===== src/rtl/limb_pkg.sv =====
// Shared types and constants for the memory arbiter: FSM encoding, port ids, word width,
// and the address range check used by the arbiter.
package limb_pkg;

    localparam int WORD_W = 32;

    typedef enum logic [1:0] {
        IDLE  = 2'd0,
        ISSUE = 2'd1,
        WAIT  = 2'd2
    } arb_state_t;

    localparam logic PORT_IF = 1'b0;
    localparam logic PORT_LS = 1'b1;

    function automatic logic addr_in_range(input logic [WORD_W-1:0] addr,
                                           input int unsigned words);
        return addr < words;
    endfunction

endpackage


===== src/rtl/mem_arb_select.sv =====
// Combinational winner selection for the memory arbiter. Define ARB_ROUND_ROBIN_EN to
// alternate ties using the last grant; otherwise load/store always wins a tie.
module mem_arb_select
    import limb_pkg::*;
(
    input  logic if_req,
    input  logic ls_req,
    input  logic last_grant,
    output logic winner
);

`ifndef ARB_ROUND_ROBIN_EN
    logic unused_last_grant;
    assign unused_last_grant = last_grant;
`endif

    always_comb begin
        winner = PORT_IF;
        if (if_req && ls_req) begin
`ifdef ARB_ROUND_ROBIN_EN
            winner = (last_grant == PORT_IF) ? PORT_LS : PORT_IF;
`else
            winner = PORT_LS;
`endif
        end else if (ls_req) begin
            winner = PORT_LS;
        end
    end

endmodule


===== src/rtl/memory_arbiter.sv =====
// Two-port (fetch, load/store) arbiter in front of a single registered-read RAM.
// One transaction per IDLE->ISSUE->WAIT pass; ARB_ROUND_ROBIN_EN selects round-robin ties.
module memory_arbiter
    import limb_pkg::*;
#(
    parameter int MEM_WORDS = 8192
) (
    input  logic              clk,
    input  logic              rst,
    input  logic              if_req,
    input  logic [WORD_W-1:0] if_a,
    output logic              if_gnt,
    output logic              if_rvalid,
    output logic              if_err,
    output logic [WORD_W-1:0] if_rdata,
    input  logic              ls_req,
    input  logic              ls_rw,
    input  logic [WORD_W-1:0] ls_a,
    input  logic [WORD_W-1:0] ls_din,
    output logic              ls_gnt,
    output logic              ls_rvalid,
    output logic              ls_err,
    output logic [WORD_W-1:0] ls_rdata,
    output logic [WORD_W-1:0] ram_a,
    output logic [WORD_W-1:0] ram_din,
    output logic              ram_rw,
    input  logic [WORD_W-1:0] ram_dout,
    output arb_state_t        dbg_state
);

    // Handshake: a request is taken at an IDLE edge; gnt pulses in ISSUE, and rvalid
    // (with rdata/err) pulses in the following IDLE cycle. Writes are acked by rvalid.
    arb_state_t        state, state_next;
    logic              winner;
    logic              sel;
    logic              sel_last;
    logic              oor;
    logic [WORD_W-1:0] sel_addr;
    logic              sel_in_range;

`ifdef ARB_ROUND_ROBIN_EN
    logic last_grant;
    assign sel_last = last_grant;
`else
    assign sel_last = PORT_IF;
`endif

    mem_arb_select u_select (
        .if_req     (if_req),
        .ls_req     (ls_req),
        .last_grant (sel_last),
        .winner     (sel)
    );

    assign sel_addr     = (sel == PORT_LS) ? ls_a : if_a;
    assign sel_in_range = addr_in_range(sel_addr, MEM_WORDS);

    always_comb begin
        state_next = state;
        case (state)
            IDLE:    if (if_req || ls_req) state_next = ISSUE;
            ISSUE:   state_next = WAIT;
            WAIT:    state_next = IDLE;
            default: state_next = IDLE;
        endcase
    end

    always_ff @(posedge clk) begin
        if (rst) begin
            state     <= IDLE;
            winner    <= PORT_IF;
            oor       <= 1'b0;
            ram_a     <= '0;
            ram_din   <= '0;
            ram_rw    <= 1'b0;
            if_rvalid <= 1'b0;
            ls_rvalid <= 1'b0;
            if_err    <= 1'b0;
            ls_err    <= 1'b0;
            if_rdata  <= '0;
            ls_rdata  <= '0;
`ifdef ARB_ROUND_ROBIN_EN
            last_grant <= PORT_IF;
`endif
        end else begin
            state     <= state_next;
            ram_rw    <= 1'b0;
            if_rvalid <= 1'b0;
            ls_rvalid <= 1'b0;
            if_err    <= 1'b0;
            ls_err    <= 1'b0;
            case (state)
                IDLE: begin
                    if (if_req || ls_req) begin
                        winner  <= sel;
                        oor     <= !sel_in_range;
                        ram_a   <= sel_addr;
                        ram_din <= (sel == PORT_LS) ? ls_din : '0;
                        ram_rw  <= (sel == PORT_LS) && ls_rw && sel_in_range;
`ifdef ARB_ROUND_ROBIN_EN
                        last_grant <= sel;
`endif
                    end
                end
                WAIT: begin
                    // Out-of-range accesses never touched the RAM, so return zero data.
                    if (winner == PORT_LS) begin
                        ls_rvalid <= 1'b1;
                        ls_err    <= oor;
                        ls_rdata  <= oor ? '0 : ram_dout;
                    end else begin
                        if_rvalid <= 1'b1;
                        if_err    <= oor;
                        if_rdata  <= oor ? '0 : ram_dout;
                    end
                end
                default: ;
            endcase
        end
    end

    assign if_gnt    = (state == ISSUE) && (winner == PORT_IF);
    assign ls_gnt    = (state == ISSUE) && (winner == PORT_LS);
    assign dbg_state = state;

endmodule


===== config.mk =====
export PLATFORM = sky130hd
export DESIGN_NAME = memory_arbiter
export DESIGN_NICKNAME = d
export VERILOG_FILES = /design/src/rtl/limb_pkg.sv /design/src/rtl/mem_arb_select.sv /design/src/rtl/memory_arbiter.sv
export SDC_FILE = /design/constraint.sdc
export NUM_CORES = 1
export LEC_CHECK = 0
export CAP_MARGIN = 20
export CORE_MARGIN = 2
export CORE_UTILIZATION = 41
export CTS_BUF_LIST = sky130_fd_sc_hd__clkbuf_4 sky130_fd_sc_hd__clkbuf_8
export CTS_CLUSTER_DIAMETER = 50
export CTS_CLUSTER_SIZE = 20
export DETAILED_ROUTE_END_ITERATION = 16
export PLACE_DENSITY = 0.82
export SETUP_SLACK_MARGIN = 0.4
export SLEW_MARGIN = 20
export SYNTH_ARGS = -nofsm -noshare
export SYNTH_HDL_FRONTEND = slang
export SYNTH_HIERARCHICAL = 1
export SYNTH_SLANG_ARGS = --single-unit

===== constraint.sdc =====
create_clock -name clk -period 1.7 [get_ports clk]
set_input_delay 0.425 -clock clk [delete_from_list [all_inputs] [get_ports clk]]
set_output_delay 0.425 -clock clk [all_outputs]
set_load 0.02 [all_outputs]

; Yosys cells after proc, flatten, opt, wreduce, memory -nomap -nowiden
; Cells that the tools add are included.
[word_totals]
regBits = 137
out_inout_bits = 137
wordCells = 44
[op_classes]
n_lt_le_gt_ge = 1
n_eq_ne = 3
n_mux = 9
bitwise = 4
n_reduce_logical = 15
[ops]
columns = operator, count
row1 = $mux W32, 3
row2 = $lt A32 B14 Y1 const B, 1
row3 = $reduce_or A3 Y1, 3
row4 = $reduce_and A2 Y1, 3
row5 = $logic_and A1 B1 Y1, 5
row6 = $mux W1, 4
row7 = $not A1 Y1, 4
row8 = $pmux W2 S2, 1
row9 = $eq A2 B1 Y1 const B, 1
row10 = $eq A2 B2 Y1 const B, 1
row11 = $logic_not A2 Y1, 1
row12 = $mux W2, 1
row13 = $ne A2 B2 Y1 const B, 1
row14 = $reduce_or A2 Y1, 1
row15 = $logic_not A1 Y1, 1
row16 = $logic_or A1 B1 Y1, 1

; Depth between registers and ports, before layout
; Gate-level depths: netlist of run 1.
[depth]
ltp_word = 5
ltp_mapped = 6

; By module
; Netlist of run 1, hierarchy kept.
[modules_own_cells]
columns = mod, n_inst, cells_each, area_per_inst_um2, seq_area_each_um2
row1 = memory_arbiter, 1, 575, 5210.0, 2742.6
row2 = mem_arb_select, 1, 1, 3.8, 0.0

; Worst setup path after synthesis of run 1
; Ideal clock, no wire load.
[synth_timing]
path_type = input-to-reg
startpoint = input port ls_req
endpoint = register oor
setup_time_ns = 0.134
arrival_ns = 1.381
required_time_ns = 1.566
path_slack_ns = 0.185
cell_stages = 6
path_cell_list = clkbuf_1 -> buf_4 -> nor4_1 -> nand3_1 -> a221oi_2 -> a211oi_1
[synth_between]
elab_chain_len = 5
[synth_rtl]
columns = item, line_no
row1 = "start, declared", memory_arbiter.sv:16  ; input logic ls_req,
row2 = $mux W1 or $logic_and A1 B1 Y1 (tied branches), "mem_arb_select.sv:25, mem_arb_select.sv:19"
row3 = $mux W1, mem_arb_select.sv:19  ; if (if_req && ls_req) begin
row4 = $mux W32, memory_arbiter.sv:55  ; assign sel_addr = (sel == PORT_LS) ? ls_a : if_a;
row5 = $lt A32 B14 Y1, limb_pkg.sv:18  ; return addr < words;
row6 = $logic_not A1 Y1, memory_arbiter.sv:96  ; oor <= !sel_in_range;
row7 = "end signal, assigned", memory_arbiter.sv:96
row8 = "end, declared", memory_arbiter.sv:37  ; logic oor;
; Parallel ways exist; a longest one is shown, timed or not.
; A chain may end at the register's enable or synchronous reset.

; Final worst setup path of run 1
[layout_timing]
startpoint = register state[1], in the netlist dbg_state[1]
endpoint = output port dbg_state[1]
[layout_rtl]
columns = item, line_no
row1 = "start, declared", memory_arbiter.sv:33  ; arb_state_t state, state_next;
row2 = "start signal, assigned", memory_arbiter.sv:86  ; state <= state_next;
row3 = "end, declared", memory_arbiter.sv:28  ; output arb_state_t dbg_state
; No word-level cell between the ends.

==> results.py, run 1 <==
metrics = {
    "layout": {
        "antennaDiodeCount": 0,
        "area_growth_pct": 91.2,
        "n_fill_cell": 750,
        "layout_common_cells": "140 x buf_6, 132 x dfxtp_2, 129 x nand2_1",
        "final_util_pct": 79.6,
        "finalNetCount": 1020,
        "drive_gt1_share_pct": 48.7,
        "final_common_cell": "buf_6",
    },
    "synth": {
        "synth_warnings": 6,
        "syn_avg_cell_area_um2": 9.06,
        "syn_area_mm2": 0.00521,
        "synth_cells": 575,
        "synth_nets": 708,
    },
    "cts": {
        "cts_tree": "done",
        "htreeDepth": 4,
        "cts_made_buffers": 17,
        "clock-sinks": 137,
        "cts-root-buf": "clkbuf_8",
        "cts_buffer_depth": 2,
        "clock_latency_ns": 0.46,
        "path_clk_slew_ns": 0.08,
        "hold_buffers": 0,
    },
    "power": {
        "powerDensity_mw_per_mm2": 888,
        "power.leakage_nw": 4.08,
        "ir_worst_vdd_mv": 0.545,
        "total_power_mw": 8.85,
    },
    "route": {
        "vias_per_cell": 5.29,
        "avgRoutedWirePerCell_um": 19.7,
        "route.detailed.drc": 0,
        "antenna_left": 0,
        "vias": 5672,
        "first_iter_violations": 421,
        "first_pass_iters": 5,
        "totalWireLength_mm": 21.1,
    },
    "floorplanning": {
        "ios": 270,
        "dieArea_mm2": 0.0136,
        "die_w_um": 117,
        "fp.coreArea_mm2": 0.0125,
        "rows": 41,
        "die_y_um": 117,
        "initial_utilization_pct": 41.6,
    },
    "timing": {
        "drv_slew": 0,
        "fin_worst_skew_ns": 0.0122,
        "worst_pin_slew_ns": 0.591,
        "finalCritPeriodShare_pct": 92.0,
        "setup_tns_ns": 0,
        "max_slew_margin_pct": 60.6,
        "rsz0062_at_grt": "true",
        "hold_ws_ns": 0.294,
        "hold_violations": 0,
        "setup_viol_count_final": 0,
        "min_period_ns": 1.56,
        "max_freq_mhz": 640,
    },
    "placement": {
        "io_buffers": 269,
        "hpwl_mm": 11.6,
        "globalplace.congestion": 0.881,
    },
    "critical_path": {
        "critPathRequiredTime_ns": 1.27,
        "r2r_slack_ns": 0.20,
        "path_class": "reg2out",
        "end_kind": "output pin",
        "cp_max_fo": 7,
        "crit_path_start_kind": "flip-flop",
        "crit_arrival_ns": 1.14,
    },
    "run_status": {
        "status": "finished clean",
    },
    "hold_path": {
        "hold_class": "in2reg",
    },
    "global_routing": {
        "grt_pass1_vias": 5574,
        "grt_use_total_pct": 26.2,
        "antenna_found_initial": 0,
        "grt_pass1_wl_mm": 27.4,
        "grt_max_degree": 102,
        "gr-total-overflow": 0,
    },
    "job": {
        "cap_violations": 0,
    },
}
==> final timing paths <==
check | start | endpoint | depth (start not counted)
hold / removal | rst | dbg_state[0] | 3
setup / recovery | dbg_state[1] | dbg_state[1] | 2
hold reg to reg | if_rdata[1] | if_rdata[1] | 2
setup reg to reg | dbg_state[0] | ram_din[18] | 5
==> repair_timing <==
| action | in CTS | in global routing |
|---|---|---|
| setup endpoints to repair | 203 | 256 |
| pin swaps | 17 | 27 |
| setup buffers | 12 | 18 |
| gates resized for setup | 1017 | 50 |
| endpoints found under the hold margin | 0 | 0 |
| cloned | 3 | 13 |
==> final cells by class <==
class / instances / area [um^2] / area share (%)
multi-input combinational: 389 / 2550 / 25.7
clock buffer: 21 / 289 / 2.90
timing repair buffer: 340 / 3760 / 37.7
sequential: 137 / 2920 / 29.3
inverter: 2 / 7.51 / 0.0754
clock inverter: 11 / 214 / 2.15
tap: 172 / 215 / 2.16
==> sequential cells by signal, indices dropped and copies added, names as in the netlist <==
| register | count |
|---|---|
| if_rdata | 32 |
| ls_rdata | 32 |
| ram_a | 32 |
| ram_din | 32 |
| dbg_state | 2 |
| if_err | 1 |
| if_rvalid | 1 |
| ls_err | 1 |
| ls_rvalid | 1 |
| oor | 1 |
| ram_rw | 1 |
| winner | 1 |
==> metrics by stage <==
stage                     cells  setup slack, ns  area, um^2
after floorplan             575            0.283        5250
after global placement      993           -0.555        8160
after detailed placement    994           -0.447        8170
after CTS                  1041            0.114        9290
after global routing       1072           0.0905        9960
final                      1072            0.136        9960
==> routing by layer <==
metal  global-route usage (%)  wire length [um]  share of wire (%)  up-vias
li1                         -                 -                  -     2593
met1                     26.7              7590                 36     2730
met2                     48.0             11300                 54      289
met3                     7.42              1370                6.5       60
met4                     14.3               835                4.0        0
met5                        0                 0                  0        -
==> report_power, final <==
group | internal (mW) | leakage [nW] | switching [mW] | total, mW
Combinational | 1.03 | 2.65 | 0.932 | 1.96
Clock | 2.05 | 0.248 | 1.30 | 3.35
Sequential | 3.41 | 1.18 | 0.133 | 3.54
==> critical path: stages (launching register included) <==
cell and delay, ns:
dfxtp_2 0.33, buf_4 0.18, buf_4 0.17
(Power assumes the default switching activity.)
==> run 2: changes to the inputs <==
--- a/config.mk
+++ b/config.mk
@@ -12,9 +12,9 @@
 export CTS_CLUSTER_DIAMETER = 50
 export CTS_CLUSTER_SIZE = 20
 export DETAILED_ROUTE_END_ITERATION = 16
-export PLACE_DENSITY = 0.82
+export PLACE_DENSITY = 0.9
 export SETUP_SLACK_MARGIN = 0.4
-export SLEW_MARGIN = 20
+export SLEW_MARGIN = 15
 export SYNTH_ARGS = -nofsm -noshare
 export SYNTH_HDL_FRONTEND = slang
 export SYNTH_HIERARCHICAL = 1
==> results.py, run 2 (synthesis gave the netlist of run 1 again) <==
metrics = {
    "layout": {
        "finalNetCount": 1044,
        "drive_gt1_share_pct": 55.1,
        "final_util_pct": 82.6,
        "layout_common_cells": "142 x buf_6, 130 x dfxtp_2, 99 x clkdlybuf4s50_1",
        "final_common_cell": "buf_6",
        "area_growth_pct": 98.4,
        "antennaDiodeCount": 0,
        "fin_cells": 1095,
        "design_area_mm2": 0.0103,
    },
    "global_routing": {
        "grt_pass1_vias": 5345,
        "antenna_found_initial": 0,
        "grt_max_degree": 54,
        "gr-total-overflow": 0,
        "grt_pass1_wl_mm": 26.8,
        "grt_use_total_pct": 26.0,
    },
    "cts": {
        "cts_tree": "done",
        "path_clk_slew_ns": 0.07,
        "clock-sinks": 137,
        "cts_buffer_depth": 2,
        "cts_made_buffers": 17,
        "clock_latency_ns": 0.46,
        "cts-root-buf": "clkbuf_8",
        "htreeDepth": 4,
        "hold_buffers": 0,
    },
    "timing": {
        "max_freq_mhz": 633,
        "min_period_ns": 1.58,
        "setup_viol_count_final": 0,
        "hold_violations": 0,
        "max_slew_margin_pct": 57.8,
        "finalCritPeriodShare_pct": 92.9,
        "worst_pin_slew_ns": 0.633,
        "hold_ws_ns": 0.202,
        "fin_worst_skew_ns": 0.0105,
        "rsz0062_at_grt": "true",
        "drv_slew": 0,
    },
    "placement": {
        "place_inst": 992,
        "io_buffers": 269,
        "placed_area_mm2": 0.00818,
        "globalplace.congestion": 0.854,
        "hpwl_mm": 11.4,
    },
    "hold_path": {
        "hold_start": "rst",
        "holdPathStages": 2,
        "hold_class": "in2reg",
    },
    "run_status": {
        "status": "finished clean",
    },
    "floorplanning": {
        "die_y_um": 117,
        "dieArea_mm2": 0.0136,
        "die_w_um": 117,
        "rows": 41,
        "ios": 270,
        "initial_utilization_pct": 41.6,
        "fp.coreArea_mm2": 0.0125,
    },
    "critical_path": {
        "crit_path_start_kind": "flip-flop",
        "end_kind": "output pin",
        "critPathRequiredTime_ns": 1.27,
        "path_class": "reg2out",
        "cp_max_fo": 3,
        "critical_path.max_stage_delay_ns": 0.32,
        "rr_worst_depth": 7,
        "path_cells": "nand2b_4 > nor2_4 > buf_6",
        "crit_start": "dbg_state[1]",
        "r2r-start": "dbg_state[1]",
        "crit_arrival_ns": 1.16,
        "cpMaxStageDelayCell": "dfxtp_2",
    },
    "route": {
        "wl_met3_mm": 1.58,
        "first_iter_violations": 311,
        "vias": 5751,
        "first_pass_iters": 4,
        "m1WireLength_mm": 7.68,
        "highest_layer": "met4",
        "dr_wl_met2_mm": 11.8,
        "vias_per_cell": 5.25,
        "route.detailed.drc": 0,
        "antenna_left": 0,
        "avgRoutedWirePerCell_um": 20.0,
        "totalWireLength_mm": 21.9,
    },
    "power": {
        "powerDensity_mw_per_mm2": 818,
        "total_power_mw": 8.45,
        "power.leakage_nw": 4.30,
        "ir_worst_vdd_mv": 0.510,
    },
    "job": {
        "cap_violations": 0,
    },
}
-- run 2: cell count changes in the layout (fill, tap and decap cells not counted), moves of 17 or more --
cell      change
a21oi_2      +26
nand2_1      -40
nand2_4      +30
a211oi_1     +20
a21oi_1      -26
buf_4        +23
a211oi_2     -17
-- run 2: critical path, delay by kind of cell (launching register included) --
family,cells,cell delay (ns)
buffers and inverters,1,0.12
DFF,1,0.32
and+or+nand+nor,2,0.25
-- run 2: metal layers --
layer / global-route usage (%) / up-vias
li1: - / 2652
met1: 26.5 / 2762
met2: 46.9 / 270
met3: 8.46 / 67
met4: 14.4 / 0
met5: 0 / -
-- run 2: worst paths after layout --
check	slack [ns]	end
worst max-delay path	0.12	if_gnt
worst min-delay path	0.20	dbg_state[0]
worst max register to register	0.22	ram_din[12]
worst min register to register	0.46	if_rdata[27]
-- run 2: layout make-up --
class | instances | area [um^2]
Sequential cell | 137 | 2930
Tap cell | 172 | 215
Clock inverter | 8 | 146
Timing Repair Buffer | 364 | 3990
Clock buffer | 23 | 279
Multi-Input combinational cell | 389 | 2770
Inverter | 2 | 10.0
Fill cell | 682 | 2180
-- run 2: what timing repair did --
action	CTS	global route
endpoints found under the setup margin	204	268
pin swaps	15	95
gates cloned	8	8
buffers inserted	18	38
gates resized for setup	994	146
-- run 2: metrics by stage --
step	setup WS (ns)	setup TNS, ns
3_5_place_dp	-0.318	-11.97
4_1_cts	0.0812	0
2_1_floorplan	0.283	0
3_3_place_gp	-0.290	-10.40
6_report	0.120	0
5_1_grt	0.0703	0
-- run 2: power breakdown --
part	leakage (nW)	total, mW	internal, mW	switching, mW
logic	2.90	2.00	1.08	0.915
clock network	0.218	2.93	1.68	1.24
registers	1.18	3.53	3.40	0.128
total	4.30	8.45	6.16	2.29
==> run 3: changes to the inputs <==
--- a/config.mk
+++ b/config.mk
@@ -12,6 +12,7 @@
 export CTS_CLUSTER_DIAMETER = 50
 export CTS_CLUSTER_SIZE = 20
 export DETAILED_ROUTE_END_ITERATION = 16
+export MAX_ROUTING_LAYER = met4
 export PLACE_DENSITY = 0.9
 export SETUP_SLACK_MARGIN = 0.4
 export SLEW_MARGIN = 15
==> results.py, run 3 (synthesis gave the netlist of run 1 again) <==
metrics = {
    "power": {
        "total_power_mw": 8.47,
        "power.leakage_nw": 4.34,
        "ir_worst_vdd_mv": 0.510,
        "powerDensity_mw_per_mm2": 818,
    },
    "route": {
        "route.detailed.drc": 0,
        "avgRoutedWirePerCell_um": 20.2,
        "first_pass_iters": 4,
        "first_iter_violations": 377,
        "vias": 5789,
        "vias_per_cell": 5.29,
        "totalWireLength_mm": 22.2,
        "antenna_left": 0,
    },
    "placement": {
        "dpl_worst_slack_ns": -0.318,
        "io_buffers": 269,
        "placed_area_mm2": 0.00818,
        "hpwl_mm": 11.4,
        "globalplace.congestion": 0.868,
    },
    "timing": {
        "rsz0062_at_grt": "true",
        "setup_tns_ns": 0,
        "worst_pin_slew_ns": 0.629,
        "max_freq_mhz": 634,
        "finalCritPeriodShare_pct": 92.8,
        "setup_viol_count_final": 0,
        "fin_worst_skew_ns": 0.0146,
        "hold_violations": 0,
        "setup_ws_ns": 0.122,
        "min_period_ns": 1.58,
        "max_slew_margin_pct": 58.1,
        "drv_slew": 0,
    },
    "floorplanning": {
        "rows": 41,
        "die_y_um": 117,
        "initial_utilization_pct": 41.6,
        "ios": 270,
        "dieArea_mm2": 0.0136,
        "fp.coreArea_mm2": 0.0125,
        "die_w_um": 117,
    },
    "cts": {
        "htreeDepth": 4,
        "cts_made_buffers": 17,
        "cts_tree": "done",
        "clock-sinks": 137,
        "cts-root-buf": "clkbuf_8",
        "hold_buffers": 0,
        "path_clk_slew_ns": 0.07,
        "cts_buffer_depth": 2,
        "clock_latency_ns": 0.45,
    },
    "critical_path": {
        "r2r_slack_ns": 0.21,
        "crit_path_start_kind": "flip-flop",
        "crit_arrival_ns": 1.15,
        "cp_max_fo": 3,
        "end_kind": "output pin",
        "critPathRequiredTime_ns": 1.27,
        "path_class": "reg2out",
    },
    "job": {
        "cap_violations": 0,
    },
    "run_status": {
        "status": "finished clean",
    },
    "hold_path": {
        "hold_class": "in2reg",
    },
    "layout": {
        "design_area_mm2": 0.0104,
        "final_util_pct": 82.7,
        "finalNetCount": 1044,
        "drive_gt1_share_pct": 55.0,
        "antennaDiodeCount": 0,
        "final_common_cell": "buf_6",
        "area_growth_pct": 98.8,
        "layout_common_cells": "142 x buf_6, 130 x dfxtp_2, 99 x clkdlybuf4s50_1",
    },
    "global_routing": {
        "grt_pass1_wl_mm": 26.8,
        "grt_use_total_pct": 26.8,
        "gr-total-overflow": 0,
        "antenna_found_initial": 0,
        "grt_max_degree": 54,
        "grt_pass1_vias": 5342,
    },
}
-- run 3: cell counts in the layout (fill, tap and decap cells not counted) --
Identical to the previous run, type by type.
-- run 3: what timing repair did --
action,in CTS,in global routing
gates cloned,8,8
hold endpoints to repair,0,0
setup endpoints to repair,204,268
setup buffers,18,38
pin swaps,15,96
resized for setup,994,149
-- run 3: cell type report --
type / count / area (um^2)
clock buffer: 23 / 279
clock inverter: 8 / 146
fill: 687 / 2160
inverter: 2 / 10.0
multi-input combinational: 389 / 2790
sequential: 137 / 2930
tap: 172 / 215
timing repair buffer: 364 / 3990
-- run 3: path summary, 6_finish.rpt --
path,to,depth (start not counted),startpoint
max reg2reg,ram_din[12],7,dbg_state[1]
max,if_gnt,3,dbg_state[1]
min reg2reg,if_rdata[27],2,if_rdata[27]
min,dbg_state[0],2,rst
-- run 3: power breakdown --
group	internal, mW	switching [mW]
combinational	1.08	0.924
sequential	3.40	0.129
clock	1.69	1.25
-- run 3: metal layers --
| metal | global-route usage, % | routed length [um] | vias up | part of all wire (%) |
|---|---|---|---|---|
| li1 | - | - | 2652 | - |
| met4 | 14.1 | 1020 | 0 | 4.6 |
| met2 | 47.1 | 11900 | 264 | 54 |
| met3 | 7.99 | 1550 | 73 | 7.0 |
| met1 | 26.7 | 7710 | 2800 | 35 |
| met5 | - | 0 | - | 0 |
-- run 3: critical path, cell delays in order (launching register included) --
cell and delay, ns:
dfxtp_2 0.32, nand2b_4 0.16, nor2_4 0.10, buf_6 0.12
-- run 3: through the flow --
step,hold WS (ns),cells
2_1_floorplan,0.483,575
3_3_place_gp,0.441,992
3_5_place_dp,0.446,992
4_1_cts,0.164,1049
5_1_grt,0.187,1095
6_report,0.207,1095
